==> src/rtl/spi_slave_if.sv <==
// SPI slave bus bundle: serial pins toward the master plus the local
// parallel transmit/receive handshake. Optional overrun signalling is
// present only when SPI_SLAVE_OVERRUN_EN is defined.
interface spi_slave_if #(
  parameter int DATA_WIDTH = 8
);
  logic                  sclk;
  logic                  cs_n;
  logic                  mosi;
  logic                  miso;
  logic [DATA_WIDTH-1:0] tx_data;
  logic                  tx_load;
  logic                  tx_ready;
  logic [DATA_WIDTH-1:0] rx_data;
  logic                  rx_valid;
  logic                  busy;
`ifdef SPI_SLAVE_OVERRUN_EN
  logic                  rx_ack;
  logic                  rx_overrun;

  modport slave (
    input  sclk, cs_n, mosi, tx_data, tx_load, rx_ack,
    output miso, tx_ready, rx_data, rx_valid, busy, rx_overrun
  );

  modport master (
    output sclk, cs_n, mosi, tx_data, tx_load, rx_ack,
    input  miso, tx_ready, rx_data, rx_valid, busy, rx_overrun
  );
`else
  modport slave (
    input  sclk, cs_n, mosi, tx_data, tx_load,
    output miso, tx_ready, rx_data, rx_valid, busy
  );

  modport master (
    output sclk, cs_n, mosi, tx_data, tx_load,
    input  miso, tx_ready, rx_data, rx_valid, busy
  );
`endif
endinterface

==> src/rtl/spi_slave.sv <==
// SPI mode-0 (CPOL=0, CPHA=0, MSB first) slave, oversampled in the clk domain.
// sclk/cs_n/mosi are synchronized, edges detected against a history stage,
// MOSI is deserialized into rx_data words and a locally loaded word is
// serialized on MISO. Back-to-back words within one cs_n assertion supported.
// Optional feature macro: SPI_SLAVE_OVERRUN_EN (adds rx_ack / rx_overrun).
module spi_slave #(
  parameter int DATA_WIDTH = 8
) (
  input logic         clk,
  input logic         rst,
  spi_slave_if.slave  bus
);

  localparam int CNT_W = (DATA_WIDTH > 2) ? $clog2(DATA_WIDTH) : 1;
  localparam logic [CNT_W-1:0] LAST_BIT = CNT_W'(DATA_WIDTH - 1);

  typedef enum logic {ST_IDLE, ST_ACTIVE} state_t;

  // _p0/_p1 form the synchronizer, _p2 is the edge-detect history.
  // mosi only needs the synchronizer: it is sampled from _p1 in the same
  // cycle that the sclk _p1/_p2 comparison flags a rise, so it stays aligned.
  logic r_sclk_p0, r_sclk_p1, r_sclk_p2;
  logic r_cs_p0,   r_cs_p1,   r_cs_p2;
  logic r_mosi_p0, r_mosi_p1;

  state_t                r_state;
  logic [CNT_W-1:0]      r_cnt;
  logic                  r_wbound;
  logic [DATA_WIDTH-1:0] r_rx_shift;
  logic [DATA_WIDTH-1:0] r_tx_shift;
  logic [DATA_WIDTH-1:0] r_rx_data;
  logic                  r_done;
  logic                  r_rx_valid;
  logic                  r_miso;
  logic [DATA_WIDTH-1:0] r_hold;
  logic                  r_tx_ready;

  logic                  w_sclk_rise;
  logic                  w_sclk_fall;
  logic                  w_cs_fall;
  logic                  w_cs_rise;
  logic                  w_consume;
  logic                  w_load;
  logic                  w_complete;
  logic [DATA_WIDTH-1:0] w_reload_word;

  assign w_sclk_rise = r_sclk_p1 & ~r_sclk_p2;
  assign w_sclk_fall = ~r_sclk_p1 & r_sclk_p2;
  assign w_cs_fall   = ~r_cs_p1 & r_cs_p2;
  assign w_cs_rise   = r_cs_p1 & ~r_cs_p2;

  // Holding register moves into the shifter at frame start and at the first
  // sclk fall after a completed word; an empty holding register sends zeros.
  assign w_reload_word = r_tx_ready ? '0 : r_hold;
  assign w_consume = ((r_state == ST_IDLE) && w_cs_fall) ||
                     ((r_state == ST_ACTIVE) && !w_cs_rise && w_sclk_fall && r_wbound);
  assign w_load     = bus.tx_load && r_tx_ready && !w_consume;
  assign w_complete = (r_state == ST_ACTIVE) && !w_cs_rise && w_sclk_rise &&
                      (r_cnt == LAST_BIT);

  // Input synchronizers and history; reset to the idle line state.
  always_ff @(posedge clk) begin
    if (rst) begin
      r_sclk_p0 <= 1'b0;
      r_sclk_p1 <= 1'b0;
      r_sclk_p2 <= 1'b0;
      r_cs_p0   <= 1'b1;
      r_cs_p1   <= 1'b1;
      r_cs_p2   <= 1'b1;
      r_mosi_p0 <= 1'b0;
      r_mosi_p1 <= 1'b0;
    end else begin
      r_sclk_p0 <= bus.sclk;
      r_sclk_p1 <= r_sclk_p0;
      r_sclk_p2 <= r_sclk_p1;
      r_cs_p0   <= bus.cs_n;
      r_cs_p1   <= r_cs_p0;
      r_cs_p2   <= r_cs_p1;
      r_mosi_p0 <= bus.mosi;
      r_mosi_p1 <= r_mosi_p0;
    end
  end

  // Frame FSM: bit counting, RX deserialization, TX shifting and word completion.
  always_ff @(posedge clk) begin
    if (rst) begin
      r_state    <= ST_IDLE;
      r_cnt      <= '0;
      r_wbound   <= 1'b0;
      r_rx_data  <= '0;
      r_done     <= 1'b0;
      r_rx_valid <= 1'b0;
    end else begin
      r_done     <= 1'b0;
      r_rx_valid <= r_done;
      case (r_state)
        ST_IDLE: begin
          if (w_cs_fall) begin
            r_state    <= ST_ACTIVE;
            r_cnt      <= '0;
            r_wbound   <= 1'b0;
            r_tx_shift <= w_reload_word;
          end
        end
        ST_ACTIVE: begin
          if (w_cs_rise) begin
            // Partial RX word is simply abandoned.
            r_state  <= ST_IDLE;
            r_cnt    <= '0;
            r_wbound <= 1'b0;
          end else if (w_sclk_rise) begin
            r_rx_shift <= {r_rx_shift[DATA_WIDTH-2:0], r_mosi_p1};
            if (r_cnt == LAST_BIT) begin
              r_rx_data <= {r_rx_shift[DATA_WIDTH-2:0], r_mosi_p1};
              r_done    <= 1'b1;
              r_cnt     <= '0;
              r_wbound  <= 1'b1;
            end else begin
              r_cnt <= r_cnt + 1'b1;
            end
          end else if (w_sclk_fall) begin
            if (r_wbound) begin
              r_tx_shift <= w_reload_word;
              r_wbound   <= 1'b0;
            end else begin
              r_tx_shift <= {r_tx_shift[DATA_WIDTH-2:0], 1'b0};
            end
          end
        end
        default: r_state <= ST_IDLE;
      endcase
    end
  end

  // Registered MISO: shifter MSB while a frame is active, otherwise 0.
  always_ff @(posedge clk) begin
    if (rst) begin
      r_miso <= 1'b0;
    end else begin
      r_miso <= (r_state == ST_ACTIVE) ? r_tx_shift[DATA_WIDTH-1] : 1'b0;
    end
  end

  // Holding register full/empty flag; consumption takes priority over a load.
  always_ff @(posedge clk) begin
    if (rst) begin
      r_tx_ready <= 1'b1;
    end else if (w_consume) begin
      r_tx_ready <= 1'b1;
    end else if (w_load) begin
      r_tx_ready <= 1'b0;
    end
  end

  // Holding register data capture.
  always_ff @(posedge clk) begin
    if (w_load) begin
      r_hold <= bus.tx_data;
    end
  end

`ifdef SPI_SLAVE_OVERRUN_EN
  logic r_unacked;
  logic r_overrun;

  // Overrun tracking: a completion while the previous word is still unacked
  // is sticky; an ack arriving together with a completion covers the old word.
  always_ff @(posedge clk) begin
    if (rst) begin
      r_unacked <= 1'b0;
      r_overrun <= 1'b0;
    end else if (w_complete) begin
      r_unacked <= 1'b1;
      if (r_unacked && !bus.rx_ack) begin
        r_overrun <= 1'b1;
      end else if (bus.rx_ack) begin
        r_overrun <= 1'b0;
      end
    end else if (bus.rx_ack) begin
      r_unacked <= 1'b0;
      r_overrun <= 1'b0;
    end
  end

  assign bus.rx_overrun = r_overrun;
`endif

  assign bus.miso     = r_miso;
  assign bus.tx_ready = r_tx_ready;
  assign bus.rx_data  = r_rx_data;
  assign bus.rx_valid = r_rx_valid;
  assign bus.busy     = (r_state == ST_ACTIVE);

endmodule

==> src/flat_wrapper.sv <==
// flat-port wrapper written by rule: the top's interface ports become plain ports
module spi_slave_flat 
#(
  parameter int DATA_WIDTH = 8
)
  (clk, rst, bus_sclk, bus_cs_n, bus_mosi, bus_tx_data, bus_tx_load, bus_miso, bus_tx_ready, bus_rx_data, bus_rx_valid, bus_busy);
  spi_slave_if #(.DATA_WIDTH(DATA_WIDTH)) bus_i ();
  input logic clk;
  input logic rst;
  input wire logic [$bits(bus_i.sclk)-1:0] bus_sclk;
  input wire logic [$bits(bus_i.cs_n)-1:0] bus_cs_n;
  input wire logic [$bits(bus_i.mosi)-1:0] bus_mosi;
  input wire logic [$bits(bus_i.tx_data)-1:0] bus_tx_data;
  input wire logic [$bits(bus_i.tx_load)-1:0] bus_tx_load;
  output wire logic [$bits(bus_i.miso)-1:0] bus_miso;
  output wire logic [$bits(bus_i.tx_ready)-1:0] bus_tx_ready;
  output wire logic [$bits(bus_i.rx_data)-1:0] bus_rx_data;
  output wire logic [$bits(bus_i.rx_valid)-1:0] bus_rx_valid;
  output wire logic [$bits(bus_i.busy)-1:0] bus_busy;
  assign bus_i.sclk = bus_sclk;
  assign bus_i.cs_n = bus_cs_n;
  assign bus_i.mosi = bus_mosi;
  assign bus_i.tx_data = bus_tx_data;
  assign bus_i.tx_load = bus_tx_load;
  assign bus_miso = bus_i.miso;
  assign bus_tx_ready = bus_i.tx_ready;
  assign bus_rx_data = bus_i.rx_data;
  assign bus_rx_valid = bus_i.rx_valid;
  assign bus_busy = bus_i.busy;
  spi_slave #(.DATA_WIDTH(DATA_WIDTH)) u_core (.clk(clk), .rst(rst), .bus(bus_i));
endmodule
==> config.mk <==
export PLATFORM = sky130hd
export DESIGN_NAME = spi_slave_flat
export DESIGN_NICKNAME = d
export VERILOG_FILES = /design/src/rtl/spi_slave_if.sv /design/src/rtl/spi_slave.sv /design/src/flat_wrapper.sv
export SDC_FILE = /design/constraint.sdc
export NUM_CORES = 1
export LEC_CHECK = 0
export CAP_MARGIN = 20
export CELL_PAD_IN_SITES_DETAIL_PLACEMENT = 1
export CELL_PAD_IN_SITES_GLOBAL_PLACEMENT = 2
export CORE_AREA = 2 2 85 63
export DETAILED_ROUTE_END_ITERATION = 10
export DIE_AREA = 0 0 87 65
export PLACE_DENSITY_LB_ADDON = 0.1
export SYNTH_ARGS = -nofsm -noshare
export SYNTH_HDL_FRONTEND = slang
export SYNTH_SLANG_ARGS = --single-unit
export TNS_END_PERCENT = 1
==> constraint.sdc <==
create_clock -name clk -period 3.7 [get_ports clk]
set_input_delay 0.37 -clock clk [delete_from_list [all_inputs] [get_ports clk]]
set_output_delay 0.37 -clock clk [all_outputs]
set_load 0.005 [all_outputs]
; ---- After elaboration in Yosys (flattened, before gate mapping)
; Cells that the tools add are included.
[totals]
output_inout_bits = 12
inputBits = 14
reg_bits = 48
[classes]
addsub = 1
bitwise = 12
n_eq_ne = 8
n_reduce_logical = 17
muxes = 22
[op_table]
columns = operator, n
row1 = 8-bit two-way mux, 6
row2 = 8-bit case mux with 2 select lines, 1
row3 = 3-bit two-way mux, 4
row4 = 1-bit two-way mux, 8
row5 = 4-bit != test (second input constant), 2
row6 = 1-bit inverter, 8
row7 = 4-bit AND reduction, 2
row8 = 1-bit logical AND, 6
row9 = 2-bit != test (second input constant), 3
row10 = 3-bit case mux with 2 select lines, 1
row11 = 5-bit AND reduction, 1
row12 = 1-bit AND, 4
row13 = 1-bit case mux with 2 select lines, 2
row14 = 2-bit OR reduction, 2
row15 = 4-bit OR reduction, 1
row16 = 3-bit by 1-bit adder with 3-bit output (second input constant), 1
row17 = 3-bit == test (second input constant), 1
row18 = 3-bit != test (second input constant), 1
row19 = 3-bit AND reduction, 1
row20 = 1-bit logical NOT, 2
row21 = 2-bit by 1-bit != test with 1-bit output (second input constant), 1
row22 = 2-bit AND reduction, 1
row23 = 1-bit logical OR, 1

; ---- Depth between registers and ports, before layout
[depth]
depth_word = 9
depth_mapped = 6
ltp_nobuf = 5

; ---- Worst setup path before layout
; OpenSTA, ideal clock, no wires.
[synth_timing]
path_type = reg2reg
from = register u_core.r_state, in the netlist u_core.bus.busy
to = register u_core.r_tx_shift[0], enable pin
t_arrival_ns = 1.262
n_path_buf = 1
period_less_slack_ns = 1.638
required_ns = 3.325
slack_ns = 2.062
path_stages_with_launch = 4
path_cell_list = dfxtp_1 clkbuf_1 nand3_1 a21oi_1
[synth_between]
elab_chain_cells = 3
word_cells_on_any_way = 6
[synth_lines]
columns = element, line
row1 = "start, declared", spi_slave.sv:26  ; state_t r_state;
row2 = "start signal, assigned", spi_slave.sv:87  ; r_state <= ST_IDLE;
row3 = "start signal, assigned", spi_slave.sv:99  ; r_state <= ST_ACTIVE;
row4 = "start signal, assigned", spi_slave.sv:108  ; r_state <= ST_IDLE;
row5 = 1-bit inverter (no source line), n/a
row6 = 2-bit by 1-bit != test with 1-bit output (no source line), n/a
row7 = 5-bit AND reduction (no source line) *, n/a
row8 = "end signal, assigned", spi_slave.sv:102  ; r_tx_shift <= w_reload_word;
row9 = "end signal, assigned", spi_slave.sv:123  ; r_tx_shift <= w_reload_word;
row10 = "end signal, assigned", spi_slave.sv:126  ; r_tx_shift <= {r_tx_shift[DATA_WIDTH-2:0], 1'b0};
row11 = "end, declared", spi_slave.sv:30  ; logic [DATA_WIDTH-1:0] r_tx_shift;
; Mark *: on every way between the ends. The rest lies on a longest branch, timed or not.
; A chain may end at the register's enable or synchronous reset.

; ---- Worst setup path in the final report
[layout_timing]
from = input rst
to = register u_core.r_tx_shift[0], enable pin
[layout_between]
elab_chain_cells = 2
[layout_lines]
columns = element, line
row1 = "start, declared", flat_wrapper.sv:9  ; input logic rst;
row2 = 1-bit inverter (no source line), n/a
row3 = 5-bit AND reduction (no source line), n/a
; No other way between the ends.

==> flow_summary.toml <==
[sta]
final.setup_skew_ns = 0.00946
setup_tns_ns = 0
rsz0062_at_grt = "no"
hold_viol = 0
finalMaxSlewViolations = 0
worstMarginPinSlew_ns = 0.833
min_period_ns = 2.16
setup_viol = 0
max_slew_margin_pct = 44.3
fin_crit_sh_pct = 58.3
clock.fmax_mhz = 464

[clock_tree]
cts_resized = 0
clock_path_buffers = 2
cts_hold_buf = 0
cts_inserted_buffers = 5
clk_latency_ns = 0.29
cts_setup_buffers = 0
path_clk_slew_ns = 0.08
cts_max_level = 2
cts-root-buf = "clkbuf_8"
cts_tree = "done"
cts.sinks = 48

[logic_synthesis]
synth_warnings = 0
ys_seq_elements = 48
syn-num-nets = 158
yosys.cell_types.count = 27
synth_area_um2 = 1780
synth_seq_area_share_pct = 66.8
avgSynthCellArea_um2 = 12.6
synthCells = 142

[drt]
wl_met2_mm = 1.61
dr.pass1.iters = 4
wl_per_cell_um = 14.9
wl_met3_um = 106
drtIter0Drc = 31
wl_met1_mm = 1.64
drt_wl_total_mm = 3.37
drc = 0
vias = 1162
detail_route.vias_per_cell = 5.12
ant_nets = 0
highest_layer = "met4"

[grt]
grt_max_degree = 23
grt_use_total_pct = 13.2
grt_pass1_vias = 1153
antenna_found_initial = 0
grt_pass1_wl_mm = 5.59
overflow = 0

[critical_path]
required_ns = 3.62
cpLargestDelayFamily = "compound AO/OA/AOI/OAI gates"
cp_data_arrival_time_ns = 2.07
crit_type = "in -> reg"
end_kind = "flip-flop"
crit_path_max_fanout = 22
path_cells = "clkdlybuf4s50_1 -> a21oi_1"
cp-start-kind = "input pin"
cp_num_buf_inv = 1
slowest_stage = "a21oi_1"
critPathMaxStageDelay_ns = 0.86

[floorplan]
fp.dieH_um = 65
die-area_um2 = 5660
start_util_pct = 36.2
die_x_um = 87
ios = 26
row_count = 22
core_region_area_um2 = 4930

[power_and_ir_drop]
powerDensity_nw_per_um2 = 429
clkPwrFrac_pct = 32.1
power.leakage_nw = 0.706
seqPwrFrac_pct = 62.6
pwr-share-comb_pct = 5.3
p_sw_share_pct = 21.2
power.switching_uw = 195
peakVddDrop_mv = 0.182
p_int_uw = 727

[final_layout]
nets = 182
final_core_util_pct = 43.7
antenna_cells = 0
layout_common_cells = "clkdlybuf4s50_1 (25), dfxtp_1 (25), edfxtp_1 (23), a21oi_1 (11)"
syn_to_final_growth_pct = 20.7
layout-drive-gt1-share_pct = 7.19

[hold_path]
worstHoldPathType = "reg -> reg"

[job]
max_cap_violations = 0

[outcome]
status = "finished clean"

[place]
place_hpwl_mm = 2.40
portBuffers = 25
gp_congestion = 0.692
state kept, by name, summed over array words and instances, names as in the netlist, 3 cells and up:
name                cells
u_core.r_rx_shift       7
u_core.r_cnt            3
u_core.r_tx_shift       8
u_core.bus.rx_data      8
u_core.r_hold           8
Yosys cell counts (all sizes together):
master	number	area share, %
ha	2	1.4
nor3b	2	0.84
or2	3	1.1
nor2	2	0.42
inv	1	0.21
a21oi	11	3.1
dfxtp	25	28
nand2b	9	3.2
o31ai	9	3.8
and2b	2	0.98
nand2	8	1.7
nand3b	1	0.42
and2	1	0.35
clkbuf	4	0.84
o21ai	8	2.2
nor4b	1	1.3
a32o	4	2.2
edfxtp	23	39
nand4	9	3.2
and3b	1	0.49
buf	4	1.3
nand3	2	0.56
and4	1	0.49
nor2b	9	3.2
per-layer routing:
metal  up-vias  track usage, %
li1        569               -
met1       573            16.5
met2        18            22.1
met3         2            3.82
met4         0            3.52
met5         -               0
through the flow:
stage | power (mW) | cells | instance area, um^2 | setup slack (ns) | hold WS [ns]
detailed placement | 0.640 | 219 | 2070 | 1.20 | 0.398
CTS | 0.935 | 227 | 2150 | 1.51 | 0.417
floorplan | 0.614 | 142 | 1780 | 2.06 | 0.389
global placement | 0.637 | 219 | 2070 | 1.31 | 0.401
global route | 0.964 | 227 | 2150 | 1.34 | 0.426
finish | 0.923 | 227 | 2150 | 1.54 | 0.415
cell type report:
class                           instances  area (um^2)
Inverter                                1         3.75
Tap cell                               60         75.1
Clock inverter                          1         5.00
Clock buffer                            7         76.3
Fill cell                             531         2780
Multi-Input combinational cell         85          551
Timing Repair Buffer                   25          250
Sequential cell                        48         1190
power by group through the flow:
stage,Sequential [mW],Clock [mW],Combinational (mW)
floorplan,0.587,0,0.0274
global placement,0.590,0,0.0477
detailed placement,0.590,0,0.0497
CTS,0.578,0.307,0.0498
global route,0.580,0.330,0.0546
finish,0.578,0.296,0.0487
final timing paths:
check             slack [ns]            start              endpoint  cells after the start
setup reg to reg        1.71  u_core.bus.busy  u_core.r_rx_shift[1]                      2
setup / recovery        1.54              rst  u_core.r_tx_shift[0]                      2
hold reg to reg         0.41   u_core.r_cs_p0        u_core.r_cs_p1                      1
hold / removal          0.41   u_core.r_cs_p0        u_core.r_cs_p1                      1
kinds of logic (layout without fill, tap and decap cells):
| group | count (synthesis) | in the layout | synth area share, % |
|---|---|---|---|
| buffers and inverters | 9 | 34 | 2.32 |
| AO/OA/AOI/OAI | 32 | 32 | 11.4 |
| flip-flops | 48 | 48 | 66.8 |
| adder cells (fa/ha/maj) | 2 | 2 | 1.40 |
| AND/OR/NAND/NOR | 51 | 51 | 18.1 |
No activity file was read; power rests on OpenSTA's default activity.
